## src/rtl/counter_mod_prog.sv

```systemverilog
// Programmable up/down mod-N counter with wrap, saturate and one-shot ends.
// tc is a combinational terminal strobe meant to cascade into the next en.
module counter_mod_prog #(
  parameter int WIDTH   = 8,
  parameter int RST_MOD = 100
) (
  input  logic             clk,
  input  logic             rst_n,
  input  logic             en,
  input  logic             up_dn,
  input  logic [1:0]       mode,
  input  logic             mod_wr,
  input  logic [WIDTH-1:0] mod_val,
  input  logic             load,
  input  logic [WIDTH-1:0] load_val,
  input  logic             clr,
  output logic [WIDTH-1:0] count,
  output logic             tc,
  output logic             done
);

  typedef enum logic {RUN, HALT} state_t;

  localparam logic [WIDTH-1:0] RST_MODV = WIDTH'(RST_MOD);

  state_t           state, state_d;
  logic [WIDTH-1:0] count_q, count_d;
  logic [WIDTH-1:0] mod_reg, mod_d;
  logic [WIDTH-1:0] top, tv, load_clamp;
  logic             done_q, done_d;
  logic             at_tv, step;

  // mod_reg of zero selects the full 2^WIDTH range
  assign top = (mod_reg == '0) ? '1 : mod_reg - 1'b1;
  assign tv = up_dn ? top : '0;
  assign at_tv = (count_q == tv);
  assign load_clamp = (load_val > top) ? top : load_val;
  assign step = en & (state == RUN);

  assign tc = rst_n & step & at_tv
            & ~mod_wr & ~clr & ~load;

  assign count = count_q;
  assign done = done_q;

  always_comb begin
    count_d = count_q;
    mod_d = mod_reg;
    state_d = state;
    done_d = done_q;
    if (mod_wr) begin
      mod_d = mod_val;
      count_d = '0;
      state_d = RUN;
      done_d = 1'b0;
    end else if (clr) begin
      count_d = '0;
      state_d = RUN;
      done_d = 1'b0;
    end else if (load) begin
      count_d = load_clamp;
      state_d = RUN;
      done_d = 1'b0;
    end else if (step) begin
      if (!at_tv) begin
        count_d = up_dn ? count_q + 1'b1
                        : count_q - 1'b1;
      end else begin
        unique case (mode)
          2'b01: count_d = count_q;
          2'b10: begin
            state_d = HALT;
            done_d = 1'b1;
          end
          default: count_d = up_dn ? '0 : top;
        endcase
      end
    end
  end

  always_ff @(posedge clk or negedge rst_n) begin
    if (!rst_n) begin
      count_q <= '0;
      mod_reg <= RST_MODV;
      state <= RUN;
      done_q <= 1'b0;
    end else begin
      count_q <= count_d;
      mod_reg <= mod_d;
      state <= state_d;
      done_q <= done_d;
    end
  end

endmodule

```

## config.mk

```make
export PLATFORM = sky130hd
export DESIGN_NAME = counter_mod_prog
export DESIGN_NICKNAME = d
export VERILOG_FILES = /design/src/rtl/counter_mod_prog.sv
export SDC_FILE = /design/constraint.sdc
export NUM_CORES = 1
export LEC_CHECK = 0
export CAP_MARGIN = 5
export CORE_UTILIZATION = 57
export CTS_CLUSTER_SIZE = 24
export DETAILED_ROUTE_END_ITERATION = 16
export MAX_ROUTING_LAYER = met4
export PLACE_DENSITY = 0.95
export RECOVER_POWER = 100
export SLEW_MARGIN = 20
export SYNTH_ARGS = -nofsm -noshare
export SYNTH_HDL_FRONTEND = slang
export SYNTH_SLANG_ARGS = --single-unit
```

## constraint.sdc

```tcl
create_clock -name clk -period 5.6 [get_ports clk]
set_clock_uncertainty 0.05 [all_clocks]
set_input_delay 1.68 -clock clk [delete_from_list [all_inputs] [get_ports clk]]
set_output_delay 1.68 -clock clk [all_outputs]
set_load 0.005 [all_outputs]
```

* Word-level counts from Yosys, hierarchy flattened *
Index checks and enable logic that the tools add are counted.

storage, ports and cells
  flip-flop bits (word level) = 17
  input port bits = 25
  output and inout bits = 10
  logic and storage cells = 45

cells by class
  add/subtract/negate cells = 3
  magnitude comparators = 1
  equality and inequality tests = 4
  mux-type cells = 17
  bitwise gates (word level) = 10
  reduce and logical (&&, ||, !) cells = 7

operator list
  kind                                                 number
  2-to-1 mux 8 bit                                     11
  subtractor 8 x 1 -> 8 bit, second input constant     2
  nonzero test 4 bit                                   3
  adder 8 x 1 -> 8 bit, second input constant          1
  equality test 8 bit                                  1
  greater-than comparator 8 bit                        1
  zero test 8 bit                                      1
  AND 1 bit                                            6
  2-to-1 mux 1 bit                                     6
  inequality test 5 bit, second input constant         1
  NOT 1 bit                                            4
  AND reduction 3 bit                                  1
  equality test 2 x 1 -> 1 bit, second input constant  1
  equality test 2 bit, second input constant           1
  AND reduction 2 bit                                  1
  OR reduction 2 bit                                   1

* Longest topological paths before layout *
  word-level depth = 9
  depth in mapped cells = 16
  gate-level depth less buffers = 15

* Worst setup path before layout *
OpenSTA, ideal clock, no wires.

  path type = input -> output
  start = input port up_dn
  end = output port tc
  data arrival time = 3148 ps
  required time = 3870 ps
  slack = 722 ps
  stages on the path = 8
  path buffers = 2
  cells stage by stage = clkbuf_1 > o21ai_0 > o32a_1 > nor4_4 > nand3_2 > or2_1 > buf_6 > nor2_1

between the ends
  longest elaborated chain between the ends = 6

ends and longest elaborated chain
  item                    line  source
  start, declared         10    input logic up_dn,
  2-to-1 mux 8 bit        35    assign tv = up_dn ? top : '0;
  equality test 8 bit     36    assign at_tv = (count_q == tv);
  AND 1 bit               40    assign tc = rst_n & step & at_tv
  AND 1 bit (3 in a row)  41    & ~mod_wr & ~clr & ~load;
  end, declared           18    output logic tc,

Every way passes these cells.

* Worst setup path in the final report *
Ends and elaborated chain as after synthesis.

==> results_dict.tcl <==
set metrics [dict create \
    finalNonFillerCells 304 \
    place_inst 300 \
    p_sw_uw 179 \
    final_max_slew_viol_count 0 \
    synthSimpleGateAreaFrac 0.220 \
    numPortBuffers 34 \
    async_flop_share 1.00 \
    cp_data_required_time_ns 3.87 \
    h-tree-depth 1 \
    holdCritStartpoint "state$_DFFE_PN0P_" \
    fin_crit_sh 0.982 \
    synthCells 220 \
    dr_total_vias 1952 \
    startpoint_type "input port" \
    p_comb_frac 0.483 \
    cts_buffers 3 \
    syn-cell-area_um2 1860 \
    worstPathArrival_ns 3.77 \
    synth_top_family_by_area "compound AO/OA/AOI/OAI gates" \
    holdBufCountCts 0 \
    clock_sinks 17 \
    synth_cell_types 56 \
    ys_warn_count 0 \
    swShare 0.404 \
    muxShareOfSynthArea 0.0357 \
    antenna_found_initial 0 \
    start_util 0.603 \
    clk_latency_ns 0.31 \
    postPlaceCellArea_um2 2290 \
    cp-startpoint "up_dn" \
    die_x_um 59.1 \
    syn_to_final_growth_pct 24.6 \
    synth.most_common_cell "nand2_1" \
    synth_area_per_cell_um2 8.44 \
    fp.dieArea_um2 3490 \
    total_power_uw 444 \
    num_rows 20 \
    worst_slack_ns 0.0984 \
    relSlewSlack 0.328 \
    clk_pin_slew_worst_paths_ns 0.11 \
    post-cts-setup-buffer-count 0 \
    totalWireLength_mm 5.01 \
    rr_worst_depth 15 \
    drc 0 \
    max_freq_mhz 182 \
    synth_seq_cells 17 \
    hp-class "reg -> reg" \
    crit_type "in -> out" \
    path_cells "dlygate4sd2_1, buf_4, o32a_1, nor4_4, nand3_2, or2_1, nor2_1, clkdlybuf4s50_1" \
    cpLargestDelayFamily "buffers and inverters" \
    grt_pass1_vias 1761 \
    synth_edf_count 0 \
    synth_compound_gate_area_share 0.281 \
    hold_violations 0 \
    ios 35 \
    seqPwrFrac 0.352 \
    n_antenna_cell 0 \
    worst_pin_slew_ns 1.01 \
    synth_flop_cell "dfrtp_1" \
    power_leakage_nw 1.01 \
    fin_util 0.752 \
    grt_util_all_layers 0.329 \
    coreArea_um2 3080 \
    r2r-start "mod_reg[0]$_DFFE_PN0P_" \
    first_pass_iters 5 \
    hpwl_mm 3.96 \
    yosysTopAreaCell "dfrtp_1" \
    critPathMaxFanout 9 \
    layout_min_cycle_time_ns 5.50 \
    root_buffer "clkbuf_4" \
    grt_pass1_wl_mm 8.38 \
    drt_iter0_drc 162 \
    cts_tree "done" \
    wl_per_cell_um 16.5 \
    gp_congestion 1.01 \
    ant_nets 0 \
    fin_nets 304 \
    die_h_um 59.1 \
    status "complete, no violations" \
    p_int_uw 265 \
    ir_worst_vdd_mv 0.151 \
    setup-violations-final 0 \
    min_path_cells 1 \
    synth_nets 263 \
    end_kind "primary output" \
    cp_slowest_stage_delay_ns 0.51 \
    yosys.area_share.adder 0.125 \
    ys_top_cells_by_count "nand2_1 (20), inv_1 (18), ha_1 (17), a21oi_1 (14), dfrtp_1 (14)" \
    rsz0062_at_grt "false" \
    cap_violations 0 \
    powerDensity_nw_per_um2 192 \
    path_buf_inv 3 \
    yosysSeqAreaShare 0.231 \
    ys_top_cells_by_area "dfrtp_1 (19%), ha_1 (11%), a32o_1 (4.3%)" \
    clock_path_buffers 2 \
    p_clk_frac 0.165 \
    grt_max_degree 18 \
    synth.top_cell.area_share 0.189 \
    routed_via_density 6.42 \
    fin_area_um2 2310 \
    drive_above_1_share 0.127 \
    synth-xor-area-share 0.0472 \
    dpl_worst_slack_ns -0.0887 \
    critical-path-slowest-cell "clkdlybuf4s50_1" \
    grt_overflow 0 \
    cp.depth 8 \
]
## cells by family after synthesis
kind of cell / count (synthesis)
mux: 6
xor+xnor: 10
fa+ha+maj: 18
buf+inv: 27
flops: 17
simple gates: 71
compound gates: 71
## power by group through the flow
stage	combinational, mW	sequential (mW)	clock (mW)
3_3_place_gp	0.204	0.157	0
5_1_grt	0.236	0.158	0.0786
2_1_floorplan	0.144	0.151	0
6_report	0.214	0.156	0.0731
3_5_place_dp	0.211	0.158	0
4_1_cts	0.212	0.156	0.0723
## final timing paths
check	slack, ns	to
min	0.50	state$_DFFE_PN0P_
max	0.1	tc
min in group asynchronous	2.10	mod_reg[1]$_DFFE_PN0P_
max in group asynchronous	2.79	count[6]$_DFFE_PN0P_
min reg2reg	0.50	state$_DFFE_PN0P_
max reg2reg	1.58	count[7]$_DFFE_PN0P_
## per-stage QoR
stage / setup TNS [ns] / hold slack, ns
3_5_place_dp: -0.0887 / 0.476
6_report: 0 / 0.500
3_3_place_gp: -0.0444 / 0.460
4_1_cts: 0 / 0.501
5_1_grt: 0 / 0.517
2_1_floorplan: 0 / 0.459
## layout make-up
| class | count | area [µm²] |
|---|---|---|
| multi-input combinational | 176 | 1320 |
| fill | 221 | 764 |
| sequential | 17 | 429 |
| timing repair buffer | 44 | 407 |
| inverter | 19 | 71.3 |
| tap | 44 | 55.1 |
| clock buffer | 3 | 22.5 |
| clock inverter | 1 | 7.51 |
## worst register-to-register path: cells and delay by family (launching register included)
kind                       cells  cell delay [ns]
AOI/OAI and AO/OA              7             1.62
and+or+nand+nor                3             0.82
muxes                          1             0.17
buffers and inverters          2             0.27
DFF                            1             0.50
adders and majority gates      2             0.51
## repair_timing
| item | 4_1_cts | 5_1_grt |
|---|---|---|
| setup endpoints to repair | 1 | 1 |
| resized for setup | 2 | 0 |
| pin swaps | 3 | 2 |
| endpoints found under the hold margin | 0 | 0 |
## layer usage
layer,track usage,wire length (µm),part of all wire
met1,0.464,2180,0.44
met5,-,0,0
met2,0.485,2270,0.45
met4,0.153,193,0.038
met3,0.0175,365,0.073
## layout by cell type, fill, tap and decap left out, types with 5 or more instances in the layout
master	Yosys	layout
clkdlybuf4s50_1	0	22
nand2_1	20	21
inv_1	18	18
ha_1	17	17
a21oi_1	14	14
dfrtp_1	14	14
o21ai_0	13	13
dlygate4sd3_1	0	11
nor2_1	10	10
xnor2_1	8	8
a32o_1	8	8
buf_4	0	8
a21o_1	6	6
o211ai_1	6	6
nor2b_1	5	5
nand3_1	5	5
mux2_2	5	5
Note: power is estimated with default switching activity, not from simulation.
